===== config.mk =====
export PLATFORM = sky130hd
export DESIGN_NAME = abuf_player
export DESIGN_NICKNAME = d
export VERILOG_FILES = /design/src/rtl/audioport_pkg.sv /design/src/rtl/abuf_player.sv
export SDC_FILE = /design/constraint.sdc
export NUM_CORES = 1
export LEC_CHECK = 0
export CORE_AREA = 2 2 163 101
export CTS_CLUSTER_SIZE = 16
export DETAILED_ROUTE_END_ITERATION = 10
export DIE_AREA = 0 0 165 103
export PLACE_DENSITY_LB_ADDON = 0.3
export SKIP_CTS_REPAIR_TIMING = 1
export SLEW_MARGIN = 20
export SYNTH_ARGS = -nofsm -noshare
export SYNTH_HDL_FRONTEND = slang
export SYNTH_SLANG_ARGS = --single-unit

===== constraint.sdc =====
create_clock -name clk -period 2.5 [get_ports clk]
set_input_delay 0.5 -clock clk [delete_from_list [all_inputs] [get_ports clk]]
set_output_delay 0.5 -clock clk [all_outputs]
set_load 0.005 [all_outputs]

===== src/rtl/audioport_pkg.sv =====
// Shared audioport constants and types: register-file layout of the sample
// buffers and the playback sequencer state encoding.
package audioport_pkg;

    localparam int unsigned RINDEX_BITS = 9;
    localparam logic [RINDEX_BITS-1:0] ABUF0_START_INDEX = 9'd192;
    localparam logic [RINDEX_BITS-1:0] ABUF1_START_INDEX = 9'd256;

    localparam int unsigned ABUF_SAMPLE_W = 24;

    typedef enum logic [1:0] {
        IDLE,
        RUN,
        FETCH_L,
        FETCH_R
    } abuf_player_state_t;

endpackage


===== src/rtl/abuf_player.sv =====
// Playback sequencer: drains ABUF0/ABUF1 one stereo pair per sample period,
// strobes the pair to dsp_unit and raises the buffer-swap interrupt.
module abuf_player
    import audioport_pkg::*;
#(
    parameter int unsigned AUDIO_BUFFER_SIZE = 32,
    parameter int unsigned DIV_W             = 32
) (
    input  logic                     clk,
    input  logic                     rst_n,
    input  logic                     play_in,
    input  logic                     clr_in,
    input  logic                     irqack_in,
    input  logic [DIV_W-1:0]         clk_div_in,
    output logic [RINDEX_BITS-1:0]   abuf_rindex_out,
    input  logic [ABUF_SAMPLE_W-1:0] abuf_data_in,
    output logic                     tick_out,
    output logic [ABUF_SAMPLE_W-1:0] audio0_out,
    output logic [ABUF_SAMPLE_W-1:0] audio1_out,
    output logic                     irq_out,
    output logic                     irq_err_out
);

    localparam int unsigned IDX_W = (AUDIO_BUFFER_SIZE > 1) ? $clog2(AUDIO_BUFFER_SIZE) : 1;
    localparam logic [IDX_W-1:0] IDX_LAST = IDX_W'(AUDIO_BUFFER_SIZE - 1);
    localparam logic [DIV_W-1:0] MIN_DIV  = DIV_W'(4);

    abuf_player_state_t       r_state, w_state_next;
    logic [DIV_W-1:0]         r_cnt, w_cnt_next;
    logic [IDX_W-1:0]         r_idx, w_idx_next;
    logic                     r_bsel, w_bsel_next;
    logic [ABUF_SAMPLE_W-1:0] r_left, w_left_next;
    logic [ABUF_SAMPLE_W-1:0] r_audio0, w_audio0_next;
    logic [ABUF_SAMPLE_W-1:0] r_audio1, w_audio1_next;
    logic                     r_tick, w_tick_next;
    logic                     r_irq, w_irq_next;
    logic                     r_irq_err, w_irq_err_next;
    logic                     w_swap;
    logic [DIV_W-1:0]         w_eff_div;
    logic [DIV_W-1:0]         w_reload;
    logic [RINDEX_BITS-1:0]   w_base;
    logic [RINDEX_BITS-1:0]   w_offs;

    always_ff @(posedge clk or negedge rst_n) begin
        if (!rst_n) begin
            r_state   <= IDLE;
            r_cnt     <= '0;
            r_idx     <= '0;
            r_bsel    <= 1'b0;
            r_left    <= '0;
            r_audio0  <= '0;
            r_audio1  <= '0;
            r_tick    <= 1'b0;
            r_irq     <= 1'b0;
            r_irq_err <= 1'b0;
        end else begin
            r_state   <= w_state_next;
            r_cnt     <= w_cnt_next;
            r_idx     <= w_idx_next;
            r_bsel    <= w_bsel_next;
            r_left    <= w_left_next;
            r_audio0  <= w_audio0_next;
            r_audio1  <= w_audio1_next;
            r_tick    <= w_tick_next;
            r_irq     <= w_irq_next;
            r_irq_err <= w_irq_err_next;
        end
    end

    always_comb begin
        w_eff_div      = (clk_div_in < MIN_DIV) ? MIN_DIV : clk_div_in;
        w_reload       = w_eff_div - DIV_W'(1);
        w_state_next   = r_state;
        w_cnt_next     = r_cnt;
        w_idx_next     = r_idx;
        w_bsel_next    = r_bsel;
        w_left_next    = r_left;
        w_audio0_next  = r_audio0;
        w_audio1_next  = r_audio1;
        w_tick_next    = 1'b0;
        w_irq_next     = r_irq;
        w_irq_err_next = 1'b0;
        w_swap         = 1'b0;

        if (!play_in) begin
            w_state_next = IDLE;
        end else begin
            unique case (r_state)
                IDLE: begin
                    w_state_next = RUN;
                    w_cnt_next   = w_reload;
                end
                RUN: begin
                    if (r_cnt == '0) begin
                        w_cnt_next   = w_reload;
                        w_state_next = FETCH_L;
                    end else begin
                        w_cnt_next = r_cnt - DIV_W'(1);
                    end
                end
                // Divider keeps counting through both fetch cycles so the period stays exact.
                FETCH_L: begin
                    w_cnt_next   = r_cnt - DIV_W'(1);
                    w_left_next  = abuf_data_in;
                    w_state_next = FETCH_R;
                end
                FETCH_R: begin
                    w_cnt_next    = r_cnt - DIV_W'(1);
                    w_audio0_next = r_left;
                    w_audio1_next = abuf_data_in;
                    w_tick_next   = 1'b1;
                    w_state_next  = RUN;
                    if (r_idx == IDX_LAST) begin
                        w_idx_next  = '0;
                        w_bsel_next = ~r_bsel;
                        w_swap      = 1'b1;
                    end else begin
                        w_idx_next = r_idx + IDX_W'(1);
                    end
                end
            endcase
        end

        // A swap coinciding with an acknowledge keeps the interrupt and suppresses the error.
        if (w_swap) begin
            w_irq_next     = 1'b1;
            w_irq_err_next = r_irq & ~irqack_in;
        end else if (irqack_in) begin
            w_irq_next = 1'b0;
        end

        if (r_state == IDLE && clr_in) begin
            w_idx_next    = '0;
            w_bsel_next   = 1'b0;
            w_audio0_next = '0;
            w_audio1_next = '0;
            w_irq_next    = 1'b0;
        end
    end

    always_comb begin
        w_base          = r_bsel ? ABUF1_START_INDEX : ABUF0_START_INDEX;
        w_offs          = RINDEX_BITS'({r_idx, 1'b0});
        abuf_rindex_out = ABUF0_START_INDEX;
        case (r_state)
            FETCH_L: abuf_rindex_out = w_base + w_offs;
            FETCH_R: abuf_rindex_out = w_base + w_offs + RINDEX_BITS'(1);
            default: abuf_rindex_out = ABUF0_START_INDEX;
        endcase
    end

    assign tick_out    = r_tick;
    assign audio0_out  = r_audio0;
    assign audio1_out  = r_audio1;
    assign irq_out     = r_irq;
    assign irq_err_out = r_irq_err;

endmodule


==> impl_metrics.env, run 1 <==
export IMPL_status="finished with violations"
export IMPL_failed_checks="negative setup slack"
export IMPL_worst_ir_drop_vdd_mv=0.516
export IMPL_synth_edf_count=0
export IMPL_io_buffer_count=120
export IMPL_synth_cell_area_um2=6080
export IMPL_die_h_um=103
export IMPL_critPathCaptureType="flop"
export IMPL_routed_length_per_placed_instance_um=17.7
export IMPL_drt_pass1_iter_count=5
export IMPL_total_global_routing_track_utilization_pct=22.7
export IMPL_dp_hpwl_mm=14.1
export IMPL_clock_latency_ns=0.40
export IMPL_pwr_share_seq_pct=36.7
export IMPL_die_w_um=165
export IMPL_grt_max_degree=56
export IMPL_cts_root_buffer="sky130_fd_sc_hd__clkbuf_16"
export IMPL_synthTopCellsByArea="sky130_fd_sc_hd__dfrtp_1, sky130_fd_sc_hd__nand2_1, sky130_fd_sc_hd__a21oi_1"
export IMPL_numPlacedInstances=1066
export IMPL_power_switching_share_pct=29.1
export IMPL_start_kind="primary input"
export IMPL_maximum_operating_frequency_mhz=361
export IMPL_combPwrFrac_pct=25.3
export IMPL_layoutNonFillerInstCount=1109
export IMPL_cts_max_level=4
export IMPL_clock_sink_count=115
export IMPL_tritoncts_num_buffers=17
export IMPL_max_slew_margin_pct=58.6
export IMPL_worst_clock_skew_ns=0.0135
export IMPL_finalWorstSetupSlack_ns=-0.268
export IMPL_yosysMostFrequentCell="sky130_fd_sc_hd__nand2_1"
export IMPL_clock_slew_at_reported_path_ffs_ns=0.06
export IMPL_number_of_antenna_violations_at_the_first_check_in_global_routing=0
export IMPL_detail_route_antenna_nets=0
export IMPL_area_of_combinational_cells_with_multiple_inputs_um2=3310
export IMPL_yosysSeqAreaShare_pct=47.3
export IMPL_power_leakage_nw=4.14
export IMPL_share_clk_of_total_power_pct=38.0
export IMPL_final_net_count=957
export IMPL_synth_distinct_cells=62
export IMPL_initial_utilization_pct=38.7
export IMPL_netSwitchingPower_mw=2.05
export IMPL_std_cell_rows=36
export IMPL_timing_max_cap_violations=0
export IMPL_internal_power_mw=5.00
export IMPL_worstMarginPinSlew_ns=0.622
export IMPL_async_reset_ff_share_pct=100
export IMPL_core_um2=15700
export IMPL_post_synth_inst_count=662
export IMPL_tritoncts="done"
export IMPL_ff_latch_area_um2=2880
export IMPL_n_fill_cell=1313
export IMPL_remaining_drc_errors=0
export IMPL_worst_setup_path_type="in2reg"
export IMPL_die_area_um2=17000
export IMPL_ys_warnings_count=0
export IMPL_final_max_slew_viol_count=0
export IMPL_finalHoldViolations=0
export IMPL_worst_path_max_fanout=4
export IMPL_synth_top_cell_area_share_pct=47.3
export IMPL_critical_path_required_time_ns=2.78
export IMPL_gpl_final_weighted_congestion=0.945
export IMPL_global_route_wire_length_before_repair_mm=30.1
export IMPL_route_vias_total=6069
export IMPL_cp_arrival_ns=3.05
export IMPL_routed_wirelength_mm=19.6
export IMPL_insertedDiodeCount=0
export IMPL_synth_common_cells="sky130_fd_sc_hd__nand2_1, sky130_fd_sc_hd__dfrtp_1, sky130_fd_sc_hd__a21oi_1"
export IMPL_areaGrowthSynthToFinish_pct=55.2
export IMPL_finalCritPeriodShare_pct=111
export IMPL_synthFlopType="sky130_fd_sc_hd__dfrtp_1"
export IMPL_clk_path_buf_depth=2
export IMPL_hold_path_class="in2async"
export IMPL_synth_top_area_cell="sky130_fd_sc_hd__dfrtp_1"
export IMPL_power_per_cell_area_nw_per_um2=747
export IMPL_detail_route_iter0_violations=513
export IMPL_final_setup_viol_count=13
export IMPL_fin_crit_ns=2.77
export IMPL_first_global_vias=5751
export IMPL_top_level_i_o_count=121
export IMPL_syn_area_per_cell_um2=9.19
export IMPL_grt_remaining_overflow=0
export IMPL_drive_above_1_share_pct=26.7
export IMPL_grt_setup_unrepaired="true"
export IMPL_synthesized_netlist_net_count=732
export IMPL_fin_hold_ws_ns=0.111
export IMPL_ys_ff_latch=115
export IMPL_detail_route_vias_per_cell=5.47
-- critical path, stage by stage --
cell	delay [ns]
sky130_fd_sc_hd__buf_6	0.09
sky130_fd_sc_hd__or4_4	0.54
sky130_fd_sc_hd__nor4_4	0.35
sky130_fd_sc_hd__nand3_2	0.18
sky130_fd_sc_hd__nand2_2	0.13
sky130_fd_sc_hd__ha_4	0.14
sky130_fd_sc_hd__nor2b_4	0.18
sky130_fd_sc_hd__buf_6	0.13
sky130_fd_sc_hd__o211ai_4	0.09
sky130_fd_sc_hd__nor4b_4	0.29
sky130_fd_sc_hd__xor2_1	0.10
sky130_fd_sc_hd__a221o_1	0.33
-- cell type report --
| class | count | area share (%) |
|---|---|---|
| Clock buffer | 18 | 4.55 |
| Clock inverter | 14 | 2.39 |
| Sequential cell | 115 | 30.5 |
| Inverter | 9 | 0.358 |
| Multi-Input combinational cell | 501 | 35.1 |
| Timing Repair Buffer | 243 | 24.4 |
| Tap cell | 209 | 2.77 |
-- final timing paths --
kind	from	endpoint	slack (ns)	depth (start not counted)
setup / recovery	clk_div_in[2]	r_cnt[18]$_DFFE_PN0P_	-0.27	12
hold / removal	rst_n	tick_out$_DFF_PN0_	0.11	1
setup reg to reg	r_cnt[0]$_DFFE_PN0P_	r_cnt[15]$_DFFE_PN0P_	0.07	12
hold reg to reg	r_left[10]$_DFFE_PN0P_	r_left[10]$_DFFE_PN0P_	0.51	1
max in group asynchronous	rst_n	r_cnt[2]$_DFFE_PN0P_	1.69	2
min in group clk	r_left[10]$_DFFE_PN0P_	r_left[10]$_DFFE_PN0P_	0.51	1
-- power by group through the flow --
| stage | Combinational (mW) | Sequential [mW] | Clock [mW] |
|---|---|---|---|
| after floorplan | 0.831 | 2.55 | 0 |
| after global placement | 1.65 | 2.56 | 0 |
| after detailed placement | 1.70 | 2.59 | 0 |
| after CTS | 1.71 | 2.57 | 2.71 |
| after global routing | 1.94 | 2.64 | 2.81 |
| final | 1.78 | 2.59 | 2.68 |
-- cells by family (layout without fill, tap and decap cells) --
kind of cell	Yosys count	in the layout	share of synthesized area, %
compound gates	156	156	16.4
xor+xnor	24	24	3.46
fa+ha+maj	9	9	1.85
buf+inv	46	284	3.00
flops	115	115	47.3
mux	27	27	4.94
simple gates	285	285	23.1
-- metal layers --
metal  share of wire [%]  track usage, %
met5                   0               0
met4                 1.0            5.15
met3                 7.4            5.31
met2                  45            34.2
met1                  46            33.2
-- registers in the layout, summed over array words and instances, names as in the netlist --
| register | count |
|---|---|
| r_cnt | 32 |
| audio0_out | 24 |
| audio1_out | 24 |
| r_left | 24 |
| r_idx | 5 |
| r_state | 2 |
| irq_err_out | 1 |
| irq_out | 1 |
| r_bsel | 1 |
| tick_out | 1 |
-- layout by cell type, fill, tap and decap left out, drive strengths merged, types with 10 or more instances in the layout --
cell / instances
or3: 10
inv: 11
dlymetal6s2s: 21
nor4: 13
clkbuf: 20
clkdlybuf4s50: 95
o21ai: 25
nand3: 15
nor2: 38
a21oi: 70
buf: 125
mux2: 24
xnor2: 11
nand2: 131
dfrtp: 115
xor2: 13
nor3: 23
-- stage by stage --
step	util (%)	TNS [ns]	cell area, um2	power (mW)	setup slack [ns]
after floorplan	-	-3.87	6140	3.38	-0.536
after global placement	53.4	-19.80	8390	4.21	-1.06
after detailed placement	53.4	-22.19	8390	4.28	-1.18
after CTS	57.6	-10.90	9050	6.98	-0.778
after global routing	60.0	-2.55	9440	7.38	-0.361
final	60.0	-1.46	9440	7.05	-0.268
(Power assumes the default switching activity.)
==> run 2, diff against run 1 <==
--- a/config.mk
+++ b/config.mk
@@ -9,9 +9,10 @@
 export CTS_CLUSTER_SIZE = 16
 export DETAILED_ROUTE_END_ITERATION = 10
 export DIE_AREA = 0 0 165 103
+export GPL_TIMING_DRIVEN = 0
 export PLACE_DENSITY_LB_ADDON = 0.3
 export SKIP_CTS_REPAIR_TIMING = 1
-export SLEW_MARGIN = 20
+export SLEW_MARGIN = 10
 export SYNTH_ARGS = -nofsm -noshare
 export SYNTH_HDL_FRONTEND = slang
 export SYNTH_SLANG_ARGS = --single-unit
==> impl_metrics.env, run 2 (synthesis gave the netlist of run 1 again) <==
export IMPL_clock_sink_count=115
export IMPL_drt_pass1_iter_count=5
export IMPL_r2r_worst_path_cells=9
export IMPL_global_route_wire_length_before_repair_mm=28.3
export IMPL_grt_remaining_overflow=0
export IMPL_cpPeakStageDelay_ns=0.47
export IMPL_grt_max_degree=67
export IMPL_detail_route_antenna_nets=0
export IMPL_area_of_combinational_cells_with_multiple_inputs_um2=3390
export IMPL_path_buf_inv=3
export IMPL_detail_route_iter0_violations=531
export IMPL_failed_checks="negative setup slack"
export IMPL_power_per_cell_area_nw_per_um2=747
export IMPL_worst_path_dominant_cell_family="simple AND/OR/NAND/NOR gates"
export IMPL_worst_ir_drop_vdd_mv=0.434
export IMPL_cts_max_level=4
export IMPL_tritoncts_num_buffers=17
export IMPL_cts_root_buffer="sky130_fd_sc_hd__clkbuf_16"
export IMPL_timing_max_cap_violations=0
export IMPL_route_vias_total=5973
export IMPL_cp_arrival_ns=3.34
export IMPL_rr_startpoint="r_cnt[0]$_DFFE_PN0P_"
export IMPL_hold_path_class="in2async"
export IMPL_final_core_utilization_pct=57.2
export IMPL_finalHoldViolations=0
export IMPL_power_leakage_nw=3.87
export IMPL_dp_hpwl_mm=13.5
export IMPL_tritoncts="done"
export IMPL_first_global_vias=5087
export IMPL_path_cells="clkdlybuf4s50_1, nor4_4, and3_4, nand3_2, nand2_2, ha_4, nor2b_4, buf_6, nand4_1, buf_6, nor4_4, xor2_1, a221o_1"
export IMPL_clock_slew_at_reported_path_ffs_ns=0.06
export IMPL_maximum_operating_frequency_mhz=326
export IMPL_die_w_um=165
export IMPL_critPathCaptureType="flop"
export IMPL_final_max_slew_viol_count=0
export IMPL_max_slew_margin_pct=51.3
export IMPL_final_sum_of_negative_setup_slack_ns=-3.85
export IMPL_final_net_count=919
export IMPL_final_setup_viol_count=17
export IMPL_io_buffer_count=119
export IMPL_die_area_um2=17000
export IMPL_total_global_routing_track_utilization_pct=21.7
export IMPL_crit_reg2reg_capture="r_cnt[25]$_DFFE_PN0P_"
export IMPL_areaGrowthSynthToFinish_pct=47.9
export IMPL_worstMarginPinSlew_ns=0.731
export IMPL_die_h_um=103
export IMPL_worst_path_max_fanout=5
export IMPL_worst_setup_path_type="in2reg"
export IMPL_status="finished with violations"
export IMPL_cp_max_delay_cell="sky130_fd_sc_hd__clkdlybuf4s50_1"
export IMPL_top_level_i_o_count=121
export IMPL_registers_top_by_ff_count="r_cnt"
export IMPL_clk_path_buf_depth=2
export IMPL_routed_wirelength_mm=19.9
export IMPL_remaining_drc_errors=0
export IMPL_insertedDiodeCount=0
export IMPL_fin_crit_ns=3.07
export IMPL_start_kind="primary input"
export IMPL_ff_latch_area_um2=2880
export IMPL_core_um2=15700
export IMPL_largest_register_ffs=32
export IMPL_finalWorstSetupSlack_ns=-0.570
export IMPL_initial_utilization_pct=38.7
export IMPL_detail_route_vias_per_cell=5.58
export IMPL_gpl_final_weighted_congestion=0.898
export IMPL_regToRegSetupSlack_ns=0.03
export IMPL_final_cell_mix="sky130_fd_sc_hd__nand2_1, sky130_fd_sc_hd__dfrtp_1, sky130_fd_sc_hd__clkdlybuf4s50_1"
export IMPL_std_cell_rows=36
export IMPL_critical_path_required_time_ns=2.77
export IMPL_finalCritPeriodShare_pct=123
export IMPL_worst_clock_skew_ns=0.0110
export IMPL_final_common_cell="sky130_fd_sc_hd__nand2_1"
export IMPL_routed_length_per_placed_instance_um=18.6
export IMPL_drive_above_1_share_pct=21.4
export IMPL_number_of_antenna_violations_at_the_first_check_in_global_routing=0
export IMPL_design_power_total_mw=6.72
export IMPL_grt_setup_unrepaired="true"
export IMPL_n_fill_cell=1342
export IMPL_clock_latency_ns=0.40
## run 2: changes by cell type in the layout (fill, tap and decap cells not counted), moves of 4 or more
| cell | change |
|---|---|
| sky130_fd_sc_hd__buf_1 | +5 |
| sky130_fd_sc_hd__buf_12 | -9 |
| sky130_fd_sc_hd__buf_4 | -62 |
| sky130_fd_sc_hd__clkbuf_1 | +18 |
| sky130_fd_sc_hd__clkdlybuf4s50_1 | -7 |
| sky130_fd_sc_hd__nor3_1 | -4 |
## run 2: area by class of cell
cell class | count | share of cell area [%]
plain buffers | 34 | 1.88
clock buffers | 18 | 4.88
clock inverters | 13 | 1.67
inverters | 9 | 0.376
multi-input cells | 501 | 37.7
flip-flops and latches | 115 | 32.0
well taps | 209 | 2.91
repair buffers | 171 | 18.6
## run 2: through the flow
stage               hold WS (ns)  cells  cell area, um2  worst slack [ns]
floorplan                  0.204    662            6140            -0.536
global placement           0.489    990            7590             -3.65
detailed placement         0.484    991            7620             -1.74
CTS                       0.0504   1022            8210             -1.32
global route              0.0615   1070            8990            -0.630
finish                    0.0369   1070            8990            -0.570
## run 2: metal layers
metal	up-vias	global-route usage [%]	wire length [um]
met3	24	3.90	1380
met1	2917	36.0	10000
met4	0	5.55	205
met5	-	0	0
li1	2778	-	-
met2	254	28.3	8230
## run 2: report_power, final
group / total [mW] / internal, mW / leakage [nW] / switching, mW
Sequential: 2.65 / 2.28 / 1.50 / 0.371
Clock: 2.42 / 1.50 / 0.284 / 0.915
Combinational: 1.65 / 0.836 / 2.08 / 0.812
Total: 6.72 / 4.62 / 3.87 / 2.10
## run 2: worst max path at each step
stage                               from               endpoint  cells after the start
after detailed placement  clk_div_in[12]  r_cnt[26]$_DFFE_PN0P_                     13
after global routing      clk_div_in[19]  r_cnt[26]$_DFFE_PN0P_                     13
after global placement             rst_n  r_cnt[30]$_DFFE_PN0P_                      1
final                     clk_div_in[15]  r_cnt[26]$_DFFE_PN0P_                     13
after floorplan           clk_div_in[10]  r_cnt[26]$_DFFE_PN0P_                     11
after CTS                 clk_div_in[12]  r_cnt[26]$_DFFE_PN0P_                     13
==> run 3, diff against run 2 <==
--- a/config.mk
+++ b/config.mk
@@ -6,6 +6,7 @@
 export NUM_CORES = 1
 export LEC_CHECK = 0
 export CORE_AREA = 2 2 163 101
+export CTS_CLUSTER_DIAMETER = 50
 export CTS_CLUSTER_SIZE = 16
 export DETAILED_ROUTE_END_ITERATION = 10
 export DIE_AREA = 0 0 165 103
==> results of run 3 <==
The final DEF is identical to that of run 2; final timing and power are the same.
